$ cat src/rtl/shift_dispatch.sv
// ---------------------------------------------------------------------------
// shift_dispatch
//
// Accepts one 16-bit left-shift request at a time, forwards the operand and
// the low four bits of the shift amount to an external registered LSL stage,
// collects that stage's result and holds it as a response until the consumer
// accepts it. Shift amounts of 16 or more never reach the LSL stage; they
// produce a zero result directly.
//
// Optional feature (compile-time macro SHIFT_DISPATCH_CARRY_EN):
//   defined   -> rsp_carry output present: last bit shifted out of the operand.
//   undefined -> rsp_carry port and its logic are absent.
//
// Ports:
//   clk              in   system clock, rising-edge active
//   rst              in   asynchronous, active-low reset
//   req_valid        in   request present
//   req_ready        out  block can accept a request (IDLE, out of reset)
//   req_data  [15:0] in   operand to shift left
//   req_shamt [15:0] in   unsigned shift amount
//   lsl_inp   [15:0] out  operand presented to the LSL stage
//   lsl_shift_value  out  shift amount presented to the LSL stage (0..15)
//   lsl_out   [15:0] in   LSL stage result, one edge after presentation
//   rsp_valid        out  response available
//   rsp_ready        in   consumer accepts the response
//   rsp_data  [15:0] out  shifted result
//   rsp_zero         out  rsp_data == 0
//   rsp_carry        out  last bit shifted out (macro builds only)
// ---------------------------------------------------------------------------
module shift_dispatch (
    input  logic        clk,
    input  logic        rst,
    input  logic        req_valid,
    output logic        req_ready,
    input  logic [15:0] req_data,
    input  logic [15:0] req_shamt,
    output logic [15:0] lsl_inp,
    output logic [15:0] lsl_shift_value,
    input  logic [15:0] lsl_out,
    output logic        rsp_valid,
    input  logic        rsp_ready,
    output logic [15:0] rsp_data,
    output logic        rsp_zero
`ifdef SHIFT_DISPATCH_CARRY_EN
    ,
    output logic        rsp_carry
`endif
);

    typedef enum logic [1:0] {
        IDLE    = 2'd0,
        ISSUE   = 2'd1,
        CAPTURE = 2'd2,
        DONE    = 2'd3
    } state_t;

    state_t      state_q,     state_d;
    logic [15:0] lsl_inp_q,   lsl_inp_d;
    logic [3:0]  lsl_amt_q,   lsl_amt_d;
    logic        bypass_q,    bypass_d;     // captured: shamt >= 16
    logic        rsp_valid_q, rsp_valid_d;
    logic [15:0] rsp_data_q,  rsp_data_d;
    logic        rsp_zero_q,  rsp_zero_d;

`ifdef SHIFT_DISPATCH_CARRY_EN
    logic        carry_pend_q, carry_pend_d; // captured carry, published with the result
    logic        rsp_carry_q,  rsp_carry_d;
    logic        carry_calc;
    logic [3:0]  carry_idx;

    // Carry is the operand bit at position 16 - shamt for shamt 1..16.
    // Modulo 16 that index equals -shamt[3:0], which also gives bit 0 for
    // shamt == 16, so a 4-bit negate covers the whole valid range.
    always_comb begin
        carry_idx  = 4'd0 - req_shamt[3:0];
        carry_calc = 1'b0;
        if ((req_shamt != 16'd0) && (req_shamt <= 16'd16)) begin
            carry_calc = req_data[carry_idx];
        end
    end
`endif

    // req_ready is gated by rst so it reads 0 while reset is held, yet
    // rises as soon as reset releases so the very next edge can accept.
    assign req_ready       = rst && (state_q == IDLE);
    assign lsl_inp         = lsl_inp_q;
    assign lsl_shift_value = {12'h000, lsl_amt_q};
    assign rsp_valid       = rsp_valid_q;
    assign rsp_data        = rsp_data_q;
    assign rsp_zero        = rsp_zero_q;
`ifdef SHIFT_DISPATCH_CARRY_EN
    assign rsp_carry       = rsp_carry_q;
`endif

    // Next-state and next-output logic
    always_comb begin
        state_d     = state_q;
        lsl_inp_d   = lsl_inp_q;
        lsl_amt_d   = lsl_amt_q;
        bypass_d    = bypass_q;
        rsp_valid_d = rsp_valid_q;
        rsp_data_d  = rsp_data_q;
        rsp_zero_d  = rsp_zero_q;
`ifdef SHIFT_DISPATCH_CARRY_EN
        carry_pend_d = carry_pend_q;
        rsp_carry_d  = rsp_carry_q;
`endif

        case (state_q)
            IDLE: begin
                if (req_valid) begin
                    bypass_d = |req_shamt[15:4];
`ifdef SHIFT_DISPATCH_CARRY_EN
                    carry_pend_d = carry_calc;
`endif
                    // Large shifts never drive the LSL stage, so its inputs
                    // keep the previously issued values.
                    if (~|req_shamt[15:4]) begin
                        lsl_inp_d = req_data;
                        lsl_amt_d = req_shamt[3:0];
                    end
                    state_d = ISSUE;
                end
            end

            ISSUE: begin
                if (bypass_q) begin
                    state_d     = DONE;
                    rsp_valid_d = 1'b1;
                    rsp_data_d  = 16'h0000;
                    rsp_zero_d  = 1'b1;
`ifdef SHIFT_DISPATCH_CARRY_EN
                    rsp_carry_d = carry_pend_q;
`endif
                end else begin
                    // The LSL stage samples its inputs on this edge.
                    state_d = CAPTURE;
                end
            end

            CAPTURE: begin
                state_d     = DONE;
                rsp_valid_d = 1'b1;
                rsp_data_d  = lsl_out;
                rsp_zero_d  = (lsl_out == 16'h0000);
`ifdef SHIFT_DISPATCH_CARRY_EN
                rsp_carry_d = carry_pend_q;
`endif
            end

            DONE: begin
                // Response fields stay frozen until the consumer takes them.
                if (rsp_ready) begin
                    state_d     = IDLE;
                    rsp_valid_d = 1'b0;
                end
            end

            default: begin
                state_d     = IDLE;
                rsp_valid_d = 1'b0;
            end
        endcase
    end

    // All state and registered outputs
    always_ff @(posedge clk or negedge rst) begin
        if (!rst) begin
            state_q     <= IDLE;
            lsl_inp_q   <= 16'h0000;
            lsl_amt_q   <= 4'h0;
            bypass_q    <= 1'b0;
            rsp_valid_q <= 1'b0;
            rsp_data_q  <= 16'h0000;
            rsp_zero_q  <= 1'b0;
`ifdef SHIFT_DISPATCH_CARRY_EN
            carry_pend_q <= 1'b0;
            rsp_carry_q  <= 1'b0;
`endif
        end else begin
            state_q     <= state_d;
            lsl_inp_q   <= lsl_inp_d;
            lsl_amt_q   <= lsl_amt_d;
            bypass_q    <= bypass_d;
            rsp_valid_q <= rsp_valid_d;
            rsp_data_q  <= rsp_data_d;
            rsp_zero_q  <= rsp_zero_d;
`ifdef SHIFT_DISPATCH_CARRY_EN
            carry_pend_q <= carry_pend_d;
            rsp_carry_q  <= rsp_carry_d;
`endif
        end
    end

endmodule

$ cat config.mk
export PLATFORM = sky130hd
export DESIGN_NAME = shift_dispatch
export DESIGN_NICKNAME = d
export VERILOG_FILES = /design/src/rtl/shift_dispatch.sv
export SDC_FILE = /design/constraint.sdc
export NUM_CORES = 1
export LEC_CHECK = 0
export CAP_MARGIN = 20
export CORE_MARGIN = 2
export CORE_UTILIZATION = 35
export CTS_CLUSTER_SIZE = 24
export DETAILED_ROUTE_END_ITERATION = 8
export PLACE_DENSITY = 0.76
export SLEW_MARGIN = 0
export SYNTH_ARGS = -nofsm -noshare
export SYNTH_HDL_FRONTEND = slang
export SYNTH_SLANG_ARGS = --single-unit
$ cat constraint.sdc
create_clock -name clk -period 1.45 [get_ports clk]
set_input_delay 0.29 -clock clk [delete_from_list [all_inputs] [get_ports clk]]
set_output_delay 0.29 -clock clk [all_outputs]
set_load 0.005 [all_outputs]
==> summary.txt <==
STA
  • Setup tns final: -0.6262 ns
  • Final Max Tran Viols: 0
  • Setup Skew: 0.004500 ns
  • Slew @ Worst Pin: 0.5107 ns
  • Period utilization: 102.7%
  • Crit path time final: 1.489 ns
  • Min Hold Slack: 0.08177 ns
  • RSZ-0062 raised after global routing: yes
  • Fin. Hold Viols: 0
  • Fmax: 671.4 MHz
  • Setup ws final: -0.03936 ns
  • Worst slew margin: 65.95%
  • Final setup viols: 20

Synthesis
  • Post-synthesis mux area share: 16.96%
  • Post-synth EDFFs: 0
  • Main combinational cell family by area after synthesis: multiplexers
  • Yosys cell types: 28
  • Mapped Cells: 130
  • Top-count cell post-synth: dfrtp_1
  • XOR/XNOR share of the synthesized area: 0%
  • Mapped cell area: 0.001896 mm^2
  • Yosys top cell area share: 54.13%
  • Asr flop ratio synth: 100.0%
  • Adder-cell area share of the yosys netlist: 3.300%
  • Ys Warns: 0
  • #FFs+latches synth: 41
  • Main flop type after synthesis: dfrtp_1
  • Most instantiated cells after synthesis: 41 x dfrtp_1, 19 x mux2_4, 16 x a22o_1
  • Simple-gate share of the synthesized area: 8.713%
  • Yosys top cell by area: dfrtp_1
  • Sequential fraction of the synthesis area: 54.13%
  • Synth area leaders: dfrtp_1 54%, mux2_4 15%, a22o_1 7.4%
  • Complex-gate fraction of the synthesized area: 9.571%
  • Mean cell area of the mapped netlist: 14.58 um^2

Placement
  • Dpl cell area: 0.002912 mm^2
  • Placer Congestion: 0.7573
  • Port buffer count: 90
  • HPWL after detailed placement: 3184 um
  • Dpl cells: 295
  • Dpl ws: -0.4238 ns

Global route
  • GRT Residual Overflow: 0
  • Initial antenna violation count: 0
  • First-pass GRT wire length: 6796 um
  • Pin count of the biggest net entering global routing: 42
  • Vias in the first global route: 1478
  • Tot GR Track Use: 14.17%

Final layout
  • Final std cells w/o fill: 323
  • # diodes: 0
  • Register Area: 0.001026 mm^2
  • Synth-to-Final Area Change: 72.28%
  • Fill count: 398
  • NumNets Final: 309
  • Util after Layout: 63.14%
  • Layout cells sized above 1: 29.64%
  • Multi-input gate area: 839.6 um^2
  • Design area: 0.003266 mm^2

Setup path
  • Worst EP required: 1.62 ns
  • Worst reg2reg path depth: 6
  • Worst Setup Path Type: reg -> reg
  • R2R setup slack: -0.04 ns
  • CP Data Arrival Time: 1.66 ns
  • Crit start category: flip-flop
  • Critical Path Start: state_q[0]
  • Worst-path cell chain: inv_2 > ha_4 > and2_4 > nand4_4 > buf_12 > mux2_4
  • Setup crit end kind: flip-flop
  • Crit path max-delay cell type: dfrtp_1
  • R2R Path Start: state_q[0]
  • CP max stage delay: 0.39 ns
  • CP Max Fanout: 21
  • Reg-to-reg endpoint: lsl_amt_q[2]

Flow run
  • MaxCap Viol Count: 0

Routing
  • Pre-Repair DR Iteration Count: 4
  • Vias: 1461
  • Number of DRC violations after detailed-routing iteration 0: 48
  • ANT nets after route: 0
  • Drt via density: 4.523
  • DRC viols: 0
  • Final wirelength: 4573 um
  • DR WL/cell: 14.16 um

Clock tree
  • CTS root buffer: clkbuf_8
  • TritonCTS sink count: 41
  • Max clock buf depth: 2
  • CTS tree: yes
  • Num CTS Buffers: 5
  • Worst-path clk slew: 0.08 ns
  • Worst-Skew Late Latency: 0.29 ns
  • H-tree depth: 2

Power and ir drop
  • P_leak: 1.913 nW
  • PwrDens: 1379 mW/mm^2
  • Total power: 4.502 mW
  • Peak VDD IR: 641.9 uV

Die
  • Initial Util: 36.65%
  • Num rows: 26
  • IO Pins: 103
  • Die area: 0.006020 mm^2
  • Core Area: 0.005172 mm^2
  • Die height: 77.59 um
  • Die width: 77.59 um

Hold path
  • Tightest Hold Check Type: in -> async

Outcome
  • Run status: finished, violations left
  • Failing checks: negative setup slack
## what timing repair did
action,CTS,global route
gates resized for setup,29,25
buffers inserted,5,15
pin swaps,0,1
endpoints found under the setup margin,53,63
hold buffers,0,0
hold endpoints to repair,0,0
## worst max-delay path: cells and delay by family (launching register included)
kind | cells | cell delay (ns)
fa+ha+maj | 1 | 0.13
buf+inv | 2 | 0.28
flops | 1 | 0.39
mux | 1 | 0.31
simple gates | 2 | 0.26
## worst max-delay path by stage
stage	to	slack, ns	depth (start not counted)
after floorplan	lsl_amt_q[0]	-0.05	6
after global placement	lsl_inp[6]	-0.39	5
after detailed placement	lsl_amt_q[2]	-0.42	5
after CTS	lsl_inp[5]	-0.06	6
after global routing	lsl_inp[5]	-0.09	6
final	lsl_amt_q[2]	-0.04	6
## final cells by class
type / count / area share, %
Timing Repair Buffer: 121 / 36.28
Sequential cell: 41 / 31.42
Multi-Input combinational cell: 81 / 25.71
Tap cell: 70 / 2.682
Clock buffer: 6 / 2.529
Clock inverter: 2 / 1.149
Inverter: 2 / 0.2299
## cells by family after synthesis
group	count (synthesis)
buf+inv	19
compound gates	22
fa+ha+maj	5
simple gates	20
mux	22
flops	41
other cells	1
## cells in the final DEF (no fill, tap or decap), types with 2 or more instances in the layout
| cell type | netlist | layout |
|---|---|---|
| mux2_2 | 2 | 2 |
| dfrtp_1 | 41 | 41 |
| clkbuf_8 | 0 | 6 |
| buf_4 | 12 | 27 |
| dlymetal6s2s_1 | 0 | 21 |
| mux2_4 | 19 | 19 |
| buf_2 | 3 | 2 |
| nand2b_1 | 3 | 2 |
| ha_1 | 5 | 3 |
| nor4_1 | 4 | 4 |
| a22o_1 | 16 | 16 |
| a21oi_1 | 2 | 2 |
| dlygate4sd2_1 | 0 | 19 |
| conb_1 | 1 | 12 |
| buf_6 | 2 | 2 |
| ha_4 | 0 | 2 |
| and2_4 | 0 | 2 |
| inv_2 | 0 | 2 |
| nor4_4 | 2 | 3 |
| buf_12 | 0 | 2 |
| clkdlybuf4s50_1 | 0 | 48 |
## layer usage
layer	wire length, um	track usage [%]
met1	1948	17.48
met2	2347	24.48
met3	252	4.070
met4	25	3.214
met5	0	0
## power by group
part           internal (mW)  total [mW]  switching, mW
registers               1.40        1.53          0.127
clock network          0.560       0.948          0.388
logic                   1.25        2.03          0.773
total                   3.21        4.50           1.29
## sequential cells by signal, summed over array words and instances, names as in the netlist
name / cells
lsl_inp: 16
rsp_data: 16
lsl_amt_q: 4
state_q: 2
bypass_q: 1
rsp_valid: 1
rsp_zero: 1
Note: power is estimated with default switching activity, not from simulation.
